--- config.mk ---
export PLATFORM = sky130hd
export DESIGN_NAME = stage_if_fetch_unit
export DESIGN_NICKNAME = d
export VERILOG_FILES = /design/src/rtl/stage_if_fetch_unit.sv
export SDC_FILE = /design/constraint.sdc
export NUM_CORES = 1
export LEC_CHECK = 0
export BUFFER_PORTS_ARGS = -buffer_cell sky130_fd_sc_hd__buf_4
export CAP_MARGIN = 15
export CORE_ASPECT_RATIO = 1.4
export CORE_MARGIN = 5
export CORE_UTILIZATION = 55
export CTS_CLUSTER_SIZE = 40
export DETAILED_ROUTE_END_ITERATION = 8
export PLACE_DENSITY = 0.76
export SYNTH_ARGS = -nofsm -noshare
export SYNTH_HDL_FRONTEND = slang
export SYNTH_SLANG_ARGS = --single-unit
export TNS_END_PERCENT = 10
--- constraint.sdc ---
create_clock -name clk -period 2.7 [get_ports clk]
set_clock_uncertainty 0.2 [all_clocks]
set_input_delay 0.405 -clock clk [delete_from_list [all_inputs] [get_ports clk]]
set_output_delay 0.405 -clock clk [all_outputs]
set_load 0.05 [all_outputs]
--- src/rtl/stage_if_fetch_unit.sv ---
// rtl/stage_if_fetch_unit.sv - instruction fetch producer for the IF/ID register; optional FETCH_STALL_CNT_EN stall counter
module stage_if_fetch_unit #(
    parameter logic [31:0] RESET_PC = 32'h0000_0000,
    parameter int unsigned PC_STEP  = 4
) (
    input  logic        clk,
    input  logic        rst,
    input  logic        freeze,
    input  logic        branch_taken,
    input  logic [31:0] branch_address,
    output logic        imem_req,
    output logic [31:0] imem_addr,
    input  logic        imem_ready,
    input  logic [31:0] imem_rdata,
    output logic        valid_out,
    output logic [31:0] pc_out,
    output logic [31:0] instruction_out
`ifdef FETCH_STALL_CNT_EN
    ,
    output logic [31:0] stall_cycles
`endif
);

    typedef enum logic [1:0] {
        S_REQ   = 2'd0,
        S_HOLD  = 2'd1,
        S_DRAIN = 2'd2
    } state_t;

    localparam logic [31:0] STEP = 32'(PC_STEP);

    state_t      state;
    logic [31:0] pc;
    logic [31:0] req_addr;
    logic [31:0] buf_instr;
    logic [31:0] buf_pc;
    // Low for the first cycle after reset release so no request goes out
    // while reset is (or has just been) asserted.
    logic        run;
    logic [31:0] pc_next;

    assign pc_next = pc + STEP;

    // Fetch FSM: PC update, hold buffer capture and redirect handling.
    always_ff @(posedge clk or negedge rst) begin
        if (!rst) begin
            state     <= S_REQ;
            pc        <= RESET_PC;
            req_addr  <= RESET_PC;
            buf_instr <= 32'h0;
            buf_pc    <= 32'h0;
            run       <= 1'b0;
        end else begin
            run <= 1'b1;
            if (run) begin
                case (state)
                    S_REQ: begin
                        // Remember the address on the bus so an unabortable
                        // request can keep being presented after a redirect.
                        req_addr <= pc;
                        if (branch_taken) begin
                            pc    <= branch_address;
                            state <= imem_ready ? S_REQ : S_DRAIN;
                        end else if (imem_ready) begin
                            pc <= pc_next;
                            if (freeze) begin
                                buf_instr <= imem_rdata;
                                buf_pc    <= pc_next;
                                state     <= S_HOLD;
                            end
                        end
                    end
                    S_HOLD: begin
                        if (branch_taken) begin
                            pc    <= branch_address;
                            state <= S_REQ;
                        end else if (!freeze) begin
                            state <= S_REQ;
                        end
                    end
                    S_DRAIN: begin
                        if (branch_taken) begin
                            pc <= branch_address;
                        end
                        if (imem_ready) begin
                            state <= S_REQ;
                        end
                    end
                    default: state <= S_REQ;
                endcase
            end
        end
    end

    // Request and presentation outputs; REQ forwards memory data with no latency.
    always_comb begin
        imem_req        = 1'b0;
        imem_addr       = pc;
        valid_out       = 1'b0;
        pc_out          = 32'h0;
        instruction_out = 32'h0;
        case (state)
            S_REQ: begin
                imem_req  = run;
                imem_addr = pc;
                if (run && imem_ready) begin
                    valid_out       = 1'b1;
                    pc_out          = pc_next;
                    instruction_out = imem_rdata;
                end
            end
            S_HOLD: begin
                valid_out       = 1'b1;
                pc_out          = buf_pc;
                instruction_out = buf_instr;
            end
            S_DRAIN: begin
                imem_req  = run;
                imem_addr = req_addr;
            end
            default: begin
                imem_req = 1'b0;
            end
        endcase
    end

`ifdef FETCH_STALL_CNT_EN
    // Count cycles that deliver no new instruction: memory waits and holds.
    always_ff @(posedge clk or negedge rst) begin
        if (!rst) begin
            stall_cycles <= 32'h0;
        end else if (run && ((state == S_HOLD) || !imem_ready)) begin
            stall_cycles <= stall_cycles + 32'h1;
        end
    end
`endif

endmodule

==> results.yml, run 1 <==
setup_path:
  cp_data_arrival_time_ns: 2.37
  path_common_cell: "or4_4"
  crit_path_start_kind: "register"
  path_delay_family: "simple AND/OR/NAND/NOR gates"
  critical_path_class: "register to output port"
  cp_max_fo: 5
  path_buf_inv: 1
  reg2reg_slack_ns: 0.22
  reg2regPathDepth: 6
  r2r_end: "pc[16]"
  rr_startpoint: "state[0]"
  cp_data_required_time_ns: 2.10
  cp_slowest_cell: "or4_4"
  critPathCaptureType: "output port"
  crit_chain: "ha_4 > nand4_4 > or4_4 > or4_4 > nand3_2 > buf_8"
  cpPeakStageDelay_ns: 0.53
finish:
  final_core_util_pct: 78.44
  seq_area_mm2: 0.003288
  final_cells: 1268
  stdcell_area_mm2: 0.01091
  fillerInstances: 951
  drive_gt1_share_pct: 37.52
  synthToLayoutAreaGrowth_pct: 40.73
  multi_input_area_mm2: 0.004300
  nets: 1142
pwr:
  powerDensity_mw_per_mm2: 1409
  p_sw_uw: 7457
  vdd_drop_max_uv: 763.1
  p_int_uw: 7916
  p_leak_uw: 0.004800
  combPwrFrac_pct: 60.6
  switching_share_pct: 48.51
  clkPwrFrac_pct: 15.7
  seqPwrFrac_pct: 23.8
detailed_routing:
  drtIter0Drc: 549
  num_vias: 7758
  routed_wl_mm: 24.69
  antenna_left: 0
  wl_per_cell_um: 19.47
  drcViolationCount: 0
  routed_via_density: 6.118
  dr.pass1.iters: 5
sta:
  drv_slew: 0
  setup_violations: 17
  hold_violations: 0
  layout_setup_ws_ns: -0.2755
  slew_headroom_pct: 54.46
  rsz0062_at_grt: "true"
  fin_crit_ns: 2.976
  clock.fmax_mhz: 336.1
  finalCritPeriodShare_pct: 110.2
  fin_setup_tns_ns: -2.104
  tightest_slew_ns: 0.6830
cts:
  worstSkewPairLatency_ns: 0.41
  numCtsBuffers: 17
  cts.sinks: 131
  clk_pin_slew_ns: 0.06
  root_buffer: "clkbuf_16"
  cts_buffer_depth: 2
  cts_tree: "done"
  h-tree-depth: 4
floorplan:
  die_width_um: 110.4
  rows: 51
  core_mm2: 0.01391
  dieHeight_um: 150.5
  dieArea_mm2: 0.01661
  boundaryPins: 167
  initial_utilization_pct: 55.74
place:
  placed_area_mm2: 0.009505
  place.gp.congestion: 0.9315
  dp_cells: 1192
  io_buffer_count: 166
  dpl.hpwl_mm: 16.18
grt:
  grt_max_degree: 47
  grt_pass1_vias: 7463
  overflow: 0
  antenna_found_initial: 0
  grt_use_total_pct: 29.41
  grt_pass1_wl_mm: 38.05
run_status:
  status: "finished with violations"
  violations: "negative setup slack"
synth:
  async_flop_share_pct: 100.0
  synth_nets: 932
  syn-instance-count: 859
  synth_seq_cells: 131
  ys_seq_area_share_pct: 42.28
  postSynthAreaPerCell_um2: 9.026
  yosysUniqueCellTypes: 60
  dominantRegCellSynth: "dfrtp_1"
  synth_edf_count: 0
  synth_area_mm2: 0.007754
  ys_warn_count: 0
hold_path:
  hold_class: "input pin to register"
  holdPathStages: 3
  whs_endpoint: "buf_instr[29]"
  hold_start: "imem_rdata[29]"
job:
  drv_cap: 0
-- worst max path at each step --
stage	start	end	slack, ns	depth (start not counted)
after floorplan	state[0]	pc_out[16]	-0.38	7
after global placement	pc[2]	pc_out[20]	0.07	6
after detailed placement	pc[2]	pc_out[22]	-0.004	7
after CTS	pc[3]	pc_out[28]	-0.25	6
after global routing	pc[3]	pc_out[22]	-0.37	7
final	pc[3]	pc_out[28]	-0.28	6
-- final cells by class --
| cell class | count | share of cell area, % |
|---|---|---|
| Antenna cell | 1 | 0.02293 |
| Clock buffer | 21 | 4.220 |
| Clock inverter | 11 | 1.399 |
| Inverter | 5 | 0.1720 |
| Multi-Input combinational cell | 630 | 39.41 |
| Sequential cell | 131 | 30.13 |
| Tap cell | 185 | 2.121 |
| Timing Repair Buffer | 284 | 22.52 |
-- flip-flops by register name, summed over array words and instances (netlist names) --
| register | flops |
|---|---|
| state | 2 |
| pc | 32 |
| req_addr | 32 |
| buf_pc | 32 |
| run | 1 |
| buf_instr | 32 |
-- Yosys cell counts (all sizes together) (8+ instances only) --
cell    instances  share of area (%)
or4            27                2.8
a22o           35                4.0
o211ai         30                2.9
a31oi          11               0.89
dfrtp         131                 42
clkbuf         63                3.0
mux2           63                9.1
nand4          16                1.6
buf            30                1.8
o21ai          43                2.8
nand3          45                3.1
nand2         178                8.6
nor2           35                1.7
a32oi          16                1.8
a21oi           8               0.52
-- cells by family (layout without fill, tap and decap cells) --
logic type / after synthesis / count (layout) / synth area share (%)
xor gates and xnor gates: 13 / 13 / 1.468
other: 1 / 2 / 0.04836
muxes: 66 / 66 / 9.537
buffers and inverters: 98 / 321 / 5.099
and+or+nand+nor: 353 / 353 / 22.72
adders and majority gates: 4 / 4 / 0.6455
DFF: 131 / 131 / 42.28
AOI/OAI and AO/OA: 193 / 193 / 18.20
-- power by group through the flow --
| stage | Clock [uW] | Combinational, uW | Sequential, uW |
|---|---|---|---|
| 6_report | 2410 | 9310 | 3650 |
| 5_1_grt | 2520 | 9860 | 3750 |
| 3_3_place_gp | 0 | 8590 | 3560 |
| 3_5_place_dp | 0 | 8670 | 3590 |
| 2_1_floorplan | 0 | 6230 | 3310 |
| 4_1_cts | 2430 | 8980 | 3620 |
-- layer usage --
layer	GRT usage [%]	part of all wire, %	vias up
li1	-	-	3573
met1	37.29	39	3754
met2	47.42	49	366
met3	7.550	8.2	65
met4	12.57	3.4	0
met5	0	0	-
-- through the flow --
stage	hold slack (ns)	worst slack (ns)	power [uW]
floorplan	-0.09059	-0.3788	9545
global placement	0.2308	0.06630	12150
detailed placement	0.2338	-0.003792	12270
CTS	0.001243	-0.2475	15030
global route	0.02401	-0.3715	16140
finish	0.01291	-0.2755	15370
-- layout by cell type, fill, tap and decap left out, types with 17 or more instances in the layout --
cell type	instances
a22o_1	35
buf_4	201
buf_6	42
clkbuf_16	17
dfrtp_1	123
dlygate4sd3_1	31
mux2_2	63
nand2_1	176
nand3_1	35
nor2_1	33
o211ai_1	30
o21ai_0	32
or4_1	20
-- worst min-delay path, stage by stage --
cell	delay, ns
buf_4	0.09
nand2_1	0.04
nand2_1	0.06
-- what timing repair did --
| item | CTS | global route |
|---|---|---|
| setup buffers | 3 | 9 |
| gates cloned | 0 | 1 |
| resized for setup | 52 | 55 |
| endpoints found under the hold margin | 69 | 0 |
| setup endpoints to repair | 64 | 61 |
| hold buffers | 31 | 0 |
| pin swaps | 9 | 13 |
No activity file was read; power rests on OpenSTA's default activity.
==> run 2: changes to the inputs <==
--- a/config.mk
+++ b/config.mk
@@ -13,6 +13,7 @@
 export CTS_CLUSTER_SIZE = 40
 export DETAILED_ROUTE_END_ITERATION = 8
 export PLACE_DENSITY = 0.76
+export SETUP_SLACK_MARGIN = 0.02
 export SYNTH_ARGS = -nofsm -noshare
 export SYNTH_HDL_FRONTEND = slang
 export SYNTH_SLANG_ARGS = --single-unit
==> run 2 against run 1 <==
  * Critical path type unchanged
  * The run still ends with negative setup slack left
  * Sequential cell count unchanged
  * Global-route usage increased by 1.9 points
  * Non-clock buffer count increased by 1
  * Maximum frequency increased by 1.2%
  * First-iteration DRC count increased by 5.1%
==> results.yml, run 2 (synthesis results as in run 1) <==
floorplan:
  dieArea_mm2: 0.01661
  initial_utilization_pct: 55.74
  boundaryPins: 167
  die_width_um: 110.4
  dieHeight_um: 150.5
  core_mm2: 0.01391
  rows: 51
finish:
  synthToLayoutAreaGrowth_pct: 39.53
  final_core_util_pct: 77.77
  drive_gt1_share_pct: 37.49
  nets: 1143
  final_common_cell: "buf_4"
  stdcell_area_mm2: 0.01082
  mostFrequentLayoutCells: "228 x buf_4, 177 x nand2_1, 122 x dfrtp_1"
  n_antenna_cell: 0
  fillerInstances: 989
detailed_routing:
  routed_via_density: 6.171
  drcViolationCount: 0
  drtIter0Drc: 577
  antenna_left: 0
  wl_per_cell_um: 20.11
  routed_wl_mm: 25.51
  num_vias: 7825
  dr.pass1.iters: 5
setup_path:
  critPathCaptureType: "output port"
  critical_path_class: "register to output port"
  cp_data_arrival_time_ns: 2.33
  cp_slowest_cell: "or4_4"
  cpPeakStageDelay_ns: 0.58
  crit_path_start_kind: "register"
  crit_chain: "ha_4 > nand4_4 > or4_4 > o211a_1 > a211o_1 > buf_6"
  cp_max_fo: 5
  cp_data_required_time_ns: 2.10
grt:
  grt_use_total_pct: 31.30
  grt_max_degree: 64
  grt_pass1_wl_mm: 40.48
  overflow: 0
  antenna_found_initial: 0
  grt_pass1_vias: 7916
pwr:
  powerDensity_mw_per_mm2: 1423
  finalPower_uw: 15390
  vdd_drop_max_uv: 952.2
  p_leak_uw: 0.004787
cts:
  cts_tree: "done"
  cts.sinks: 131
  h-tree-depth: 4
  cts_buffer_depth: 2
  worstSkewPairLatency_ns: 0.41
  numCtsBuffers: 17
  root_buffer: "clkbuf_16"
  clk_pin_slew_ns: 0.06
place:
  dpl.hpwl_mm: 16.50
  io_buffer_count: 166
  place.gp.congestion: 0.9320
  placed_area_mm2: 0.009524
run_status:
  status: "finished with violations"
  violations: "negative setup slack"
hold_path:
  hold_class: "input pin to register"
sta:
  slew_headroom_pct: 63.50
  layout_setup_ws_ns: -0.2398
  finalCritPeriodShare_pct: 108.9
  hold_violations: 0
  worst_hold_slack_ns: 0.02876
  tightest_slew_ns: 0.5474
  rsz0062_at_grt: "true"
  drv_slew: 0
  setup_violations: 13
  clock.fmax_mhz: 340.2
  fin_crit_ns: 2.940
job:
  drv_cap: 0
## run 2: cell type report
type,instances,area (um2),area share (%)
clock buffer,19,442.9,4.094
multi-input combinational,630,4260,39.38
sequential,131,3289,30.40
inverter,5,18.77,0.1735
clock inverter,13,197.7,1.827
timing repair buffer,285,2379,21.98
tap,185,231.5,2.139
## run 2: repair_timing
action	CTS	global route
hold buffers	33	0
endpoints found under the hold margin	71	0
resized for setup	37	35
endpoints found under the setup margin	55	59
setup buffers	4	4
pin swaps	6	5
## run 2: metal layers
layer / track usage, % / wire length, um / up-vias
met4: 14.85 / 1060 / 0
met2: 52.86 / 13050 / 375
met3: 6.521 / 1865 / 86
met1: 37.75 / 9533 / 3807
li1: - / - / 3557
met5: 0 / 0 / -
## run 2: critical path: cells and delay by family, from the launching register on
family | cells | cell delay, ns
adder cells (fa/ha/maj) | 1 | 0.17
AND/OR/NAND/NOR | 2 | 0.73
AO/OA/AOI/OAI | 2 | 0.47
buffers and inverters | 1 | 0.16
flip-flops | 1 | 0.39
## run 2: worst paths after layout
path / startpoint / to / slack (ns) / depth (start not counted)
max reg2reg: state[0] / pc[11] / 0.32 / 9
max in group asynchronous: rst / pc[13] / 1.30 / 3
max: pc[3] / pc_out[20] / -0.24 / 6
min: branch_address[0] / pc[0] / 0.03 / 2
min in group asynchronous: rst / req_addr[17] / 0.27 / 2
min reg2reg: buf_instr[13] / buf_instr[13] / 0.28 / 2
## run 2: stage by stage
step	worst slack (ns)	instances	TNS (ns)
6_report	-0.2398	1268	-1.628
5_1_grt	-0.2817	1268	-3.047
4_1_cts	-0.2170	1264	-2.035
3_5_place_dp	0.1132	1195	0
3_3_place_gp	0.1233	1195	0
2_1_floorplan	-0.1821	859	-2.868
## run 2: power by group
part	switching, uW	internal, uW
Clock	917	1590
Sequential	739	2920
Combinational	5820	3410
==> run 3: changes to the inputs <==
--- a/config.mk
+++ b/config.mk
@@ -7,7 +7,7 @@
 export LEC_CHECK = 0
 export BUFFER_PORTS_ARGS = -buffer_cell sky130_fd_sc_hd__buf_4
 export CAP_MARGIN = 15
-export CORE_ASPECT_RATIO = 1.4
+export CORE_ASPECT_RATIO = 0.9
 export CORE_MARGIN = 5
 export CORE_UTILIZATION = 55
 export CTS_CLUSTER_SIZE = 40
==> run 3 against run 2 <==
  * The flow still finishes with violations (negative setup slack)
  * Non-clock buffer count grew 20
  * Critical path type unchanged
  * Sequential cell count unchanged
  * Design area increased by 4.3%
  * Final cell count rose by 2.0%
  * Largest cell class unchanged
  * Clock power shrank 13%
  * Wire length up 2.2%
  * Register-to-register slack got worse by 0.05 ns
==> results.yml, run 3 (synthesis results as in run 1) <==
pwr:
  p_sw_uw: 7632
  combPwrFrac_pct: 62.5
  p_int_uw: 8029
  powerDensity_mw_per_mm2: 1388
  p_leak_uw: 0.004983
  clkPwrFrac_pct: 13.8
  vdd_drop_max_uv: 1171
  switching_share_pct: 48.73
  seqPwrFrac_pct: 23.7
cts:
  cts_buffer_depth: 2
  root_buffer: "clkbuf_16"
  numCtsBuffers: 17
  clk_pin_slew_ns: 0.06
  cts_tree: "done"
  h-tree-depth: 4
  worstSkewPairLatency_ns: 0.43
  cts.sinks: 131
setup_path:
  cpPeakStageDelay_ns: 0.56
  cp_data_required_time_ns: 2.10
  rr_startpoint: "pc[3]"
  critPathCaptureType: "output port"
  crit_path_start_kind: "register"
  cp_slowest_cell: "or4_4"
  crit_chain: "ha_4 > nand4_4 > or4_4 > o211a_1 > a211o_1 > buf_6"
  crit_start: "pc[3]"
  critical_path_class: "register to output port"
  cp_data_arrival_time_ns: 2.34
  cp_max_fo: 5
hold_path:
  hold_start: "branch_address[0]"
  hold_class: "input pin to register"
detailed_routing:
  dr.pass1.iters: 8
  drcViolationCount: 0
  wl_per_cell_um: 20.15
  antenna_left: 0
  drtIter0Drc: 1008
  routed_wl_mm: 26.06
  routed_via_density: 6.158
  num_vias: 7962
sta:
  clock.fmax_mhz: 339.4
  setup_violations: 32
  fin_crit_ns: 2.946
  drv_slew: 0
  rsz0062_at_grt: "true"
  worst_hold_slack_ns: 0.03212
  layout_setup_ws_ns: -0.2460
  hold_violations: 0
  finalCritPeriodShare_pct: 109.1
place:
  placed_area_mm2: 0.009588
  dpl.hpwl_mm: 16.56
  dp_cells: 1206
  place.gp.congestion: 0.9549
  io_buffer_count: 166
finish:
  stdcell_area_mm2: 0.01128
  final_cells: 1293
  fillerInstances: 850
  mostFrequentLayoutCells: "199 x buf_4, 177 x nand2_1, 123 x dfrtp_1"
  n_antenna_cell: 0
  nets: 1163
  final_common_cell: "buf_4"
  synthToLayoutAreaGrowth_pct: 45.52
  drive_gt1_share_pct: 39.73
grt:
  overflow: 0
  antenna_found_initial: 0
  grt_use_total_pct: 29.99
  grt_pass1_wl_mm: 39.23
  grt_max_degree: 54
  grt_pass1_vias: 7480
run_status:
  violations: "negative setup slack"
  status: "finished with violations"
job:
  drv_cap: 0
floorplan:
  initial_utilization_pct: 55.77
  die_width_um: 135.2
  core_mm2: 0.01390
  boundaryPins: 167
  dieHeight_um: 122.6
  dieArea_mm2: 0.01658
  rows: 41
-- run 3: cell count changes in the layout (fill, tap and decap cells not counted), moves of 4 or more --
cell and change:
buf_6 +39, buf_8 +5, nand3_4 +4, o21ai_1 -4
clkinv_4 -5, xnor2_1 -4, buf_4 -29, xnor2_2 +4
o21ai_2 +6
-- run 3: final cells by class --
cell class              count  area, um2  area share (%)
multi-input cells         630       4425           39.22
flip-flops and latches    131       3288           29.14
repair buffers            305       2765           24.51
clock buffers              24      491.7           4.358
well taps                 193      241.5           2.140
clock inverters             5      52.55          0.4657
inverters                   5      18.77          0.1663
-- run 3: critical path: cells and delay by family (launching register included) --
kind                       cells  cell delay, ns
and+or+nand+nor                2            0.70
AOI/OAI and AO/OA              2            0.49
DFF                            1            0.39
adders and majority gates      1            0.17
buffers and inverters          1            0.16
-- run 3: metal layers --
metal	share of wire, %	wire length (um)	global-route usage [%]	vias to the layer above
li1	-	-	-	3614
met1	42	10970	43.03	3860
met2	46	12000	44.75	416
met3	9.1	2359	7.582	72
met4	2.8	730	9.824	0
met5	0	0	0	-
-- run 3: final timing paths --
kind / depth (start not counted) / endpoint / slack (ns)
min: 2 / pc[0] / 0.03
max: 6 / pc_out[20] / -0.25
min in group asynchronous: 2 / req_addr[3] / 0.27
max in group asynchronous: 3 / pc[21] / 1.35
max reg2reg: 6 / pc[20] / 0.27
min reg2reg: 2 / buf_instr[15] / 0.28
-- run 3: power by group through the flow --
stage	logic, uW	registers [uW]	clock network [uW]
floorplan	6230	3310	0
global placement	8630	3580	0
finish	9780	3710	2170
detailed placement	8730	3640	0
CTS	9060	3650	2180
global route	10300	3820	2260
-- run 3: repair_timing --
item                       in CTS  in global routing
setup buffers                   5                 19
hold endpoints to repair       65                  0
hold buffers                   33                  0
cloned                          0                  1
pin swaps                      15                 26
setup endpoints to repair      60                 57
gates resized for setup        53                 95
-- run 3: per-stage QoR --
step | power, uW | utilization (%) | TNS, ns | worst slack [ns]
detailed placement | 12380 | 68.97 | 0 | 0.08834
floorplan | 9544 | - | -2.868 | -0.1821
global route | 16370 | 81.16 | -6.430 | -0.2838
finish | 15660 | 81.16 | -3.111 | -0.2460
CTS | 14890 | 77.16 | -2.643 | -0.2876
global placement | 12210 | 68.97 | 0 | 0.09558
